File: src/rtl/reset_seq_pkg.sv
//==============================================================================
// Module      : reset_seq_pkg
// Description : Shared definitions for the reset sequencer: reset-level
//               literals, FSM state encodings and reset-cause codes.
// Revision    : 1.0 - initial release
//==============================================================================
`default_nettype none

package reset_seq_pkg;

    // Reset-level literals: every reset output in this block is active-low.
    localparam logic RESET_ENABLE  = 1'b0;
    localparam logic RESET_DISABLE = 1'b1;

    // Plain status-flag literals.
    localparam logic ENABLE  = 1'b1;
    localparam logic DISABLE = 1'b0;

    // Binary FSM state encodings.
    localparam logic [1:0] STATE_HOLD   = 2'd0;
    localparam logic [1:0] STATE_BUS    = 2'd1;
    localparam logic [1:0] STATE_PERIPH = 2'd2;
    localparam logic [1:0] STATE_RUN    = 2'd3;

    // Cause of the most recent reset, as presented on reset_cause.
    typedef enum logic [1:0] {
        CAUSE_POR  = 2'b00,
        CAUSE_LOCK = 2'b01,
        CAUSE_SOFT = 2'b10,
        CAUSE_RSVD = 2'b11
    } cause_e;

endpackage : reset_seq_pkg

`default_nettype wire

File: src/rtl/reset_seq_if.sv
//==============================================================================
// Module      : reset_seq_if
// Description : Signal bundle between the reset sequencer and the rest of
//               the chip: lock flag and soft request in, staged resets and
//               status out.
// Revision    : 1.0 - initial release
//==============================================================================
`default_nettype none

interface reset_seq_if;

    logic       locked;
    logic       soft_rst_req;
    logic       bus_reset;
    logic       periph_reset;
    logic       cpu_reset;
    logic       reset_done;
    logic [1:0] reset_cause;

    // Sequencer side: consumes lock/request, drives resets and status.
    modport master (
        input  locked,
        input  soft_rst_req,
        output bus_reset,
        output periph_reset,
        output cpu_reset,
        output reset_done,
        output reset_cause
    );

    // Chip side: supplies lock/request, receives resets and status.
    modport slave (
        output locked,
        output soft_rst_req,
        input  bus_reset,
        input  periph_reset,
        input  cpu_reset,
        input  reset_done,
        input  reset_cause
    );

endinterface : reset_seq_if

`default_nettype wire

File: src/rtl/sync_ff.sv
//==============================================================================
// Module      : sync_ff
// Description : N-stage single-bit synchronizer with asynchronous
//               active-low clear. Output is the last stage.
// Revision    : 1.0 - initial release
//==============================================================================
`default_nettype none

module sync_ff #(
    parameter int STAGES = 2
) (
    input  wire logic clk,
    input  wire logic rst_n,
    input  wire logic i_d,
    output logic      o_q
);

    logic [STAGES-1:0] sync_q;
    logic [STAGES-1:0] sync_d;

    // Shift the asynchronous input one stage deeper each cycle.
    always_comb begin
        sync_d = {sync_q[STAGES-2:0], i_d};
    end

    // Synchronizer chain, cleared to 0 while the reset is asserted.
    always_ff @(posedge clk or negedge rst_n) begin
        if (!rst_n) begin
            sync_q <= '0;
        end else begin
            sync_q <= sync_d;
        end
    end

    assign o_q = sync_q[STAGES-1];

endmodule : sync_ff

`default_nettype wire

File: src/rtl/reset_seq.sv
//==============================================================================
// Module      : reset_seq
// Description : Reset sequencer. Waits for the synchronized DCM lock flag to
//               stay high for STABLE_CYCLES, then releases bus, peripheral
//               and CPU resets STAGE_GAP cycles apart. Lock loss or a soft
//               request in RUN restarts the sequence; the cause of the last
//               reset is recorded.
// Revision    : 1.0 - initial release
//==============================================================================
`default_nettype none

module reset_seq
    import reset_seq_pkg::*;
#(
    parameter int SYNC_STAGES   = 2,
    parameter int STABLE_CYCLES = 1024,
    parameter int STAGE_GAP     = 16
) (
    input  wire logic   clk,
    input  wire logic   reset,
    reset_seq_if.master rif
);

    localparam int STAB_W = $clog2(STABLE_CYCLES);
    localparam int GAP_W  = $clog2(STAGE_GAP);

    localparam logic [STAB_W-1:0] STAB_LAST = STAB_W'(STABLE_CYCLES - 1);
    localparam logic [STAB_W-1:0] STAB_ONE  = STAB_W'(1);
    localparam logic [GAP_W-1:0]  GAP_LAST  = GAP_W'(STAGE_GAP - 1);
    localparam logic [GAP_W-1:0]  GAP_ONE   = GAP_W'(1);

    logic               locked_s;

    logic [1:0]         state_q,  state_d;
    logic [STAB_W-1:0]  stab_q,   stab_d;
    logic [GAP_W-1:0]   gap_q,    gap_d;
    logic               bus_q,    bus_d;
    logic               periph_q, periph_d;
    logic               cpu_q,    cpu_d;
    logic               done_q,   done_d;
    cause_e             cause_q,  cause_d;

    logic               hold_req;
    cause_e             hold_cause;

    // The lock flag comes from the DCM clock domain; bring it onto clk.
    sync_ff #(
        .STAGES (SYNC_STAGES)
    ) u_lock_sync (
        .clk   (clk),
        .rst_n (reset),
        .i_d   (rif.locked),
        .o_q   (locked_s)
    );

    // Next-state and next-output logic; outputs are registered alongside state.
    always_comb begin
        state_d    = state_q;
        stab_d     = stab_q;
        gap_d      = gap_q;
        bus_d      = bus_q;
        periph_d   = periph_q;
        cpu_d      = cpu_q;
        done_d     = done_q;
        cause_d    = cause_q;
        hold_req   = 1'b0;
        hold_cause = cause_q;

        case (state_q)
            STATE_HOLD: begin
                // Any low sample restarts the stability window from zero.
                if (locked_s) begin
                    if (stab_q == STAB_LAST) begin
                        state_d = STATE_BUS;
                        bus_d   = RESET_DISABLE;
                        gap_d   = '0;
                        stab_d  = '0;
                    end else begin
                        stab_d = stab_q + STAB_ONE;
                    end
                end else begin
                    stab_d = '0;
                end
            end

            STATE_BUS: begin
                if (!locked_s) begin
                    hold_req   = 1'b1;
                    hold_cause = CAUSE_LOCK;
                end else if (gap_q == GAP_LAST) begin
                    state_d  = STATE_PERIPH;
                    periph_d = RESET_DISABLE;
                    gap_d    = '0;
                end else begin
                    gap_d = gap_q + GAP_ONE;
                end
            end

            STATE_PERIPH: begin
                if (!locked_s) begin
                    hold_req   = 1'b1;
                    hold_cause = CAUSE_LOCK;
                end else if (gap_q == GAP_LAST) begin
                    state_d = STATE_RUN;
                    cpu_d   = RESET_DISABLE;
                    done_d  = ENABLE;
                    gap_d   = '0;
                end else begin
                    gap_d = gap_q + GAP_ONE;
                end
            end

            STATE_RUN: begin
                // Lock loss takes precedence over a coincident soft request.
                if (!locked_s) begin
                    hold_req   = 1'b1;
                    hold_cause = CAUSE_LOCK;
                end else if (rif.soft_rst_req) begin
                    hold_req   = 1'b1;
                    hold_cause = CAUSE_SOFT;
                end
            end

            default: begin
                // Unreachable encoding: fall back to a safe, fully-held state.
                hold_req = 1'b1;
            end
        endcase

        if (hold_req) begin
            state_d  = STATE_HOLD;
            stab_d   = '0;
            gap_d    = '0;
            bus_d    = RESET_ENABLE;
            periph_d = RESET_ENABLE;
            cpu_d    = RESET_ENABLE;
            done_d   = DISABLE;
            cause_d  = hold_cause;
        end
    end

    // State, counters and output flops; asynchronous assertion of chip reset.
    always_ff @(posedge clk or negedge reset) begin
        if (!reset) begin
            state_q  <= STATE_HOLD;
            stab_q   <= '0;
            gap_q    <= '0;
            bus_q    <= RESET_ENABLE;
            periph_q <= RESET_ENABLE;
            cpu_q    <= RESET_ENABLE;
            done_q   <= DISABLE;
            cause_q  <= CAUSE_POR;
        end else begin
            state_q  <= state_d;
            stab_q   <= stab_d;
            gap_q    <= gap_d;
            bus_q    <= bus_d;
            periph_q <= periph_d;
            cpu_q    <= cpu_d;
            done_q   <= done_d;
            cause_q  <= cause_d;
        end
    end

    assign rif.bus_reset    = bus_q;
    assign rif.periph_reset = periph_q;
    assign rif.cpu_reset    = cpu_q;
    assign rif.reset_done   = done_q;
    assign rif.reset_cause  = cause_q;

endmodule : reset_seq

`default_nettype wire

File: src/flat_wrapper.sv
// flat-port wrapper written by rule: the top's interface ports become plain ports
module reset_seq_flat import reset_seq_pkg::*;
#(
    parameter int SYNC_STAGES   = 2,
    parameter int STABLE_CYCLES = 1024,
    parameter int STAGE_GAP     = 16
)
  (clk, reset, rif_locked, rif_soft_rst_req, rif_bus_reset, rif_periph_reset, rif_cpu_reset, rif_reset_done, rif_reset_cause);
  reset_seq_if rif_i ();
  input  wire logic clk;
  input  wire logic reset;
  input wire logic [$bits(rif_i.locked)-1:0] rif_locked;
  input wire logic [$bits(rif_i.soft_rst_req)-1:0] rif_soft_rst_req;
  output wire logic [$bits(rif_i.bus_reset)-1:0] rif_bus_reset;
  output wire logic [$bits(rif_i.periph_reset)-1:0] rif_periph_reset;
  output wire logic [$bits(rif_i.cpu_reset)-1:0] rif_cpu_reset;
  output wire logic [$bits(rif_i.reset_done)-1:0] rif_reset_done;
  output wire logic [$bits(rif_i.reset_cause)-1:0] rif_reset_cause;
  assign rif_i.locked = rif_locked;
  assign rif_i.soft_rst_req = rif_soft_rst_req;
  assign rif_bus_reset = rif_i.bus_reset;
  assign rif_periph_reset = rif_i.periph_reset;
  assign rif_cpu_reset = rif_i.cpu_reset;
  assign rif_reset_done = rif_i.reset_done;
  assign rif_reset_cause = rif_i.reset_cause;
  reset_seq #(.SYNC_STAGES(SYNC_STAGES), .STABLE_CYCLES(STABLE_CYCLES), .STAGE_GAP(STAGE_GAP)) u_core (.clk(clk), .reset(reset), .rif(rif_i));
endmodule
File: config.mk
export PLATFORM = sky130hd
export DESIGN_NAME = reset_seq_flat
export DESIGN_NICKNAME = d
export VERILOG_FILES = /design/src/rtl/reset_seq_pkg.sv /design/src/rtl/reset_seq_if.sv /design/src/rtl/sync_ff.sv /design/src/rtl/reset_seq.sv /design/src/flat_wrapper.sv
export SDC_FILE = /design/constraint.sdc
export NUM_CORES = 1
export LEC_CHECK = 0
export BUFFER_PORTS_ARGS = -buffer_cell sky130_fd_sc_hd__buf_2
export CORE_AREA = 8 8 66 68
export DETAILED_ROUTE_END_ITERATION = 7
export DIE_AREA = 0 0 74 76
export PLACE_DENSITY = 0.66
export SLEW_MARGIN = 5
export SYNTH_ARGS = -nofsm -noshare
export SYNTH_HDL_FRONTEND = slang
export SYNTH_HIERARCHICAL = 1
export SYNTH_SLANG_ARGS = --single-unit
export TNS_END_PERCENT = 1
File: constraint.sdc
create_clock -name clk -period 2.75 [get_ports clk]
set_clock_uncertainty 0.2 [all_clocks]
set_input_delay 0.1375 -clock clk [delete_from_list [all_inputs] [get_ports clk]]
set_output_delay 0.1375 -clock clk [all_outputs]
set_load 0.05 [all_outputs]
Word-level counts from Yosys, hierarchy flattened
Cells that the tools add are included.

Input port bits: 4. Word-level logic and storage cells: 77. Bits in registers: 23. Output and inout port bits: 6.

Mux-type cells: 36. Equal/unequal tests: 14. Reduce and logical (&&, ||, !) cells: 17. $add $sub $neg: 2.

Operators with widths (number): 10-bit 2-to-1 mux (4); 2-bit 2-to-1 mux (10); 4-bit 2-to-1 mux (5); 2-bit nonzero test (7); 1-bit 2-to-1 mux (13); 3-bit by 1-bit inequality test with 1-bit output, second input constant (4); 10-bit by 1-bit adder with 10-bit output, second input constant (1); 10-bit equality test, second input constant (1); 3-bit by 2-bit inequality test with 1-bit output, second input constant (3); 3-bit AND reduction (3); 4-bit one-hot mux with 2 select lines (1); 4-bit AND reduction (2); 7-bit AND reduction (1); 2-bit one-hot mux with 3 select lines (1); 4-bit by 1-bit adder with 4-bit output, second input constant (1); 2-bit equality test, second input constant (2); 4-bit equality test, second input constant (1); 2-bit one-hot mux with 2 select lines (1); 4-bit nonzero test (1); 3-bit inequality test, second input constant (1); 3-bit nonzero test (1); 2-bit by 1-bit equality test with 1-bit output, second input constant (1); 2-bit zero test (1); 2-bit inequality test, second input constant (1); 2 further kinds (2).

Depth between registers and ports, before layout
Depth in word-level cells: 5. Mapped depth: 7. Mapped depth without buffers: 7.

Cells and area by module
Netlist, hierarchy kept.

Modules (own cells, without submodules): reset_seq (sequential area each 525.5 µm², times used 1, area each 1223.7 µm², cells an instance 128); sync_ff (sequential area each 50.0 µm², times used 1, area each 50.0 µm², cells an instance 2).

Worst setup path after synthesis
Ideal clock, no wire load.

Path type: register to register. From: register u_core.state_q[1]. To: register u_core.state_q[0]. Library setup time: 128 ps. Path buffers: 0. Path slack: 443 ps. Data required time: 2422 ps. Cell stages (with the launch flop): 8. Data arrival time: 1979 ps. Cells stage by stage: dfrtp_1 > inv_1 > ha_1 > or2_2 > a311oi_2 > nor2_1 > o22ai_2 > mux2_1.

Cells in the longest elaborated chain, start to end: 5. Elaborated cells between the ends (all ways): 16.

Ends and longest elaborated chain: start, declared (RTL line reset_seq.sv:34) `logic [1:0] state_q, state_d;`; start signal, assigned (RTL line reset_seq.sv:154) `state_q <= state_d;`; 2-bit by 1-bit equality test with 1-bit output or 2-bit equality test (tied branches) (RTL line reset_seq.sv:69) `case (state_q)`; 2-bit OR reduction (no source line); 1-bit one-hot mux with 2 select lines (RTL line reset_seq.sv:69); 3-bit by 1-bit inequality test with 1-bit output (no source line), or another cell as far along; 7-bit AND reduction (no source line).

Several ways; a longest one is shown, not always the timed one. A chain may end at the register's enable or synchronous reset.

Final worst setup path
Same ends and word-level chain as after synthesis.

==> impl_summary.log <==
[metrics] result of the run: finished, final reports clean
[metrics] Netlist cell types: 39
[metrics] Clock Tree Root: clkbuf_4
[metrics] Slew HR: between 50 and 60%
[metrics] worst hold-check path type: in -> reg
[metrics] aggregate global-route resource usage: roughly 9%
[metrics] nets in the synthesized netlist: 140
[metrics] unrepaired setup endpoints after global routing: false
[metrics] residual overflow from global routing: 0
[metrics] number of inserted diodes: 0
[metrics] number of synthesized flops with an enable pin: 0
[metrics] required time at the worst-slack endpoint: about 2800 ps
[metrics] NetSw: between 100 and 150 uW
[metrics] share of the synthesized area in the top cell type: 45.2%
[metrics] internal power consumption: approximately 400 uW
[metrics] Hold Buf Count CTS: 2
[metrics] most area-hungry cell type in the Yosys netlist: dfrtp_1
[metrics] Synth async-reset ratio: 100%
[metrics] share of cells above drive strength 1: roughly 15%
[metrics] mean post-synth cell area: about 9.8 sq um
[metrics] Tightest Pin Transition: between 600 and 700 ps
[metrics] Maximum Capacitance Violations: 0
[metrics] combined area of all synthesized cells: approximately 1300 sq um
[metrics] dpl hpwl: between 1500 and 2000 microns
[metrics] final estimated routing congestion in global placement: between 0.8 and 0.9
[metrics] number of iterations in the first detailed-routing pass: 4
[metrics] maximum buffer depth of the clock tree: 2
[metrics] P per Cell Area: around 380 nW/um^2
[metrics] Synth Flop Type: dfrtp_1
[metrics] starting density of the core: ~37%
[metrics] static leakage: 0.000610 uW
[metrics] die height: 76 microns
[metrics] peak fanout along the critical path: 7
[metrics] average detailed-routed wire length per instance: 13.0 microns
[metrics] first-pass GRT wire length: slightly above 4000 microns
[metrics] fraction of power consumed by sequential logic: about 66%
[metrics] Post-Synthesis Cells: 130
[metrics] TritonCTS clock tree: yes
[metrics] pins over their slew limit: 0
[metrics] Core ar.: between 3000 and 4000 sq um
[metrics] maximum ir drop on the vdd rail: between 0.15 and 0.2 mV
[metrics] Gates resized, CTS repair: 0
[metrics] vias in the first global route: a little over 900
[metrics] portion of the post-synthesis area used by sequential elements: 45.2%
[metrics] switch share: between 20% and 30%
[metrics] # Post-CTS Setup Buffers: 0
[metrics] total of buffers placed on input and output ports: 9
[metrics] Total Neg Setup Slack: 0 ps
[metrics] Nets: approximately 150
[metrics] row cnt: 22
[metrics] number of vias per cell after detailed routing: roughly 5.0
[metrics] clk_lat worst skew: 310 ps
[metrics] library cell with the highest instance count after synthesis: dfrtp_1
[metrics] CTS clk-pin slew, worst paths: 130 ps
[metrics] final-report setup violation count: 0
[metrics] remaining number of nets flagged by the antenna check after routing: 0
[metrics] Final Routed Wirelength: roughly 2500 microns
[metrics] initial antenna violation count: 0
[metrics] proportion of power drawn by the clock network: between 20% and 30%
[metrics] crit path kind: reg -> reg
[metrics] Hold WS: 22.3 ps
[metrics] proportion of power drawn by combinational gates: between 4 and 5%
[metrics] highest attainable clock frequency: around 390 MHz
[metrics] Starting DRT DRC Count: 52
[metrics] Critical Path Start Type: flip-flop
[metrics] number of warnings issued by yosys: 6
[metrics] most numerous cell types in the synthesized netlist: 23 x dfrtp_1, 17 x nor2_1, 12 x nand2_1
[metrics] via count: about 960
[metrics] Area contributors post-synth: dfrtp_1 45%, ha_1 5.9%, nor2_1 5.0%
[metrics] die width: approximately 74 microns
[metrics] IO Pins: 10
[metrics] FF+latch count, synth: 23
[metrics] pin count of the biggest net entering global routing: 24
[metrics] Filler cells: ~340
[metrics] Data arrival, critical path: 2570 ps
[metrics] type of element capturing the critical path: flip-flop
[metrics] final routed DRC violation total: 0
[metrics] floorplan die area: between 5000 and 6000 sq um
[metrics] TritonCTS Buffers: 3
[metrics] clock sink total: 23
[metrics] post-synthesis to final-layout area growth: 11.0%
[metrics] final hold violations: 0
[metrics] maximum level of the CTS H-tree: 1
[metrics] period utilization: between 90% and 100%
[metrics] minimum clock period after layout: 2560 ps
[critical path: stages (launching register included)]
cell	delay, ps
dfrtp_1	490
inv_1	130
ha_1	350
or2_2	360
a311oi_2	310
nor2_1	90
o22ai_2	190
mux2_1	340
[power groups by stage]
stage | Clock, uW | Combinational, uW | Sequential, uW
final | 157 | 25.3 | 348
after global routing | 181 | 29.5 | 350
after global placement | 0 | 23.6 | 355
after CTS | 165 | 26.1 | 348
after floorplan | 0 | 12.1 | 354
after detailed placement | 0 | 23.7 | 355
[state kept, by name, summed over array words and instances, names as in the netlist]
| register | flops |
|---|---|
| u_core/state_q | 2 |
| u_core/stab_q | 10 |
| u_core/gap_q | 4 |
| u_core/rif.periph_reset | 1 |
| u_core/rif.reset_cause | 2 |
| u_core/rif.reset_done | 1 |
| u_core/rif.bus_reset | 1 |
| u_core/u_lock_sync/sync_q | 2 |
[placed cells by master, fill, tap and decap left out, drive strengths merged]
| cell type | netlist | layout |
|---|---|---|
| o31ai | 1 | 1 |
| buf | 1 | 9 |
| o21ai | 11 | 11 |
| a31oi | 2 | 2 |
| or2b | 1 | 1 |
| nor4b | 1 | 1 |
| o22ai | 2 | 2 |
| clkbuf | 1 | 4 |
| a21oi | 7 | 7 |
| nor3 | 3 | 3 |
| dlygate4sd3 | 0 | 2 |
| nor3b | 1 | 1 |
| nand2 | 12 | 12 |
| ha | 6 | 6 |
| a311oi | 1 | 1 |
| o32ai | 1 | 1 |
| or2 | 2 | 2 |
| nor2 | 17 | 17 |
| inv | 7 | 7 |
| o21a | 1 | 1 |
| nand3 | 3 | 3 |
| xor2 | 1 | 1 |
| nand4b | 2 | 2 |
| xnor2 | 7 | 7 |
| mux2 | 1 | 1 |
| a21bo | 1 | 1 |
| nand2b | 1 | 1 |
| dfrtp | 23 | 23 |
| and2 | 1 | 1 |
| o21bai | 1 | 1 |
| mux2i | 2 | 2 |
| nand4 | 1 | 1 |
| nor2b | 2 | 2 |
| nor4 | 2 | 2 |
| and3 | 1 | 1 |
| o2bb2ai | 3 | 3 |
[layer usage]
layer  track usage (%)  routed length [microns]  vias up
li1                  -                        -      482
met1              12.1                     1220      454
met2              14.0                     1160       21
met3              1.58                       89        2
met4              3.60                       19        0
met5                 0                        0        -
[worst paths after layout]
check,startpoint,to,slack [ps],cells after the start
max in group asynchronous,reset,u_core/gap_q[0],1890,2
hold reg to reg,u_core/u_lock_sync/sync_q[0],u_core/u_lock_sync/sync_q[1],160,0
min in group asynchronous,reset,u_core/stab_q[8],110,2
hold / removal,rif_soft_rst_req,u_core/rif.reset_cause[0],20,4
setup reg to reg,u_core/state_q[1],u_core/state_q[0],190,7
setup / recovery,u_core/state_q[1],u_core/state_q[0],190,7
[logic make-up (layout without fill, tap and decap cells)]
family	count (synthesis)	count (layout)	synth area share [%]
and+or+nand+nor	50	50	21.4
AOI/OAI and AO/OA	31	31	16.6
buffers and inverters	9	22	2.95
xor gates and xnor gates	8	8	5.50
adders and majority gates	6	6	5.89
muxes	3	3	2.46
DFF	23	23	45.2
[stage by stage]
step                power (uW)  area (sq um)  worst slack, ps  utilization, %  instances
detailed placement         379          1370              217            39.7        185
floorplan                  366          1270              443               -        130
finish                     530          1410              189            41.1        191
global placement           378          1370              347            39.7        185
global route               560          1410              112            41.1        191
CTS                        539          1410              190            41.1        191
[cell type report]
class / instances / area [sq um] / area share [%]
Inverter: 7 / 26.3 / 1.86
Multi-Input combinational cell: 98 / 661 / 46.7
Clock buffer: 4 / 26.3 / 1.86
Timing Repair Buffer: 11 / 65.1 / 4.60
Sequential cell: 23 / 576 / 40.7
Tap cell: 48 / 60.1 / 4.25
Note: power is estimated with default switching activity, not from simulation.
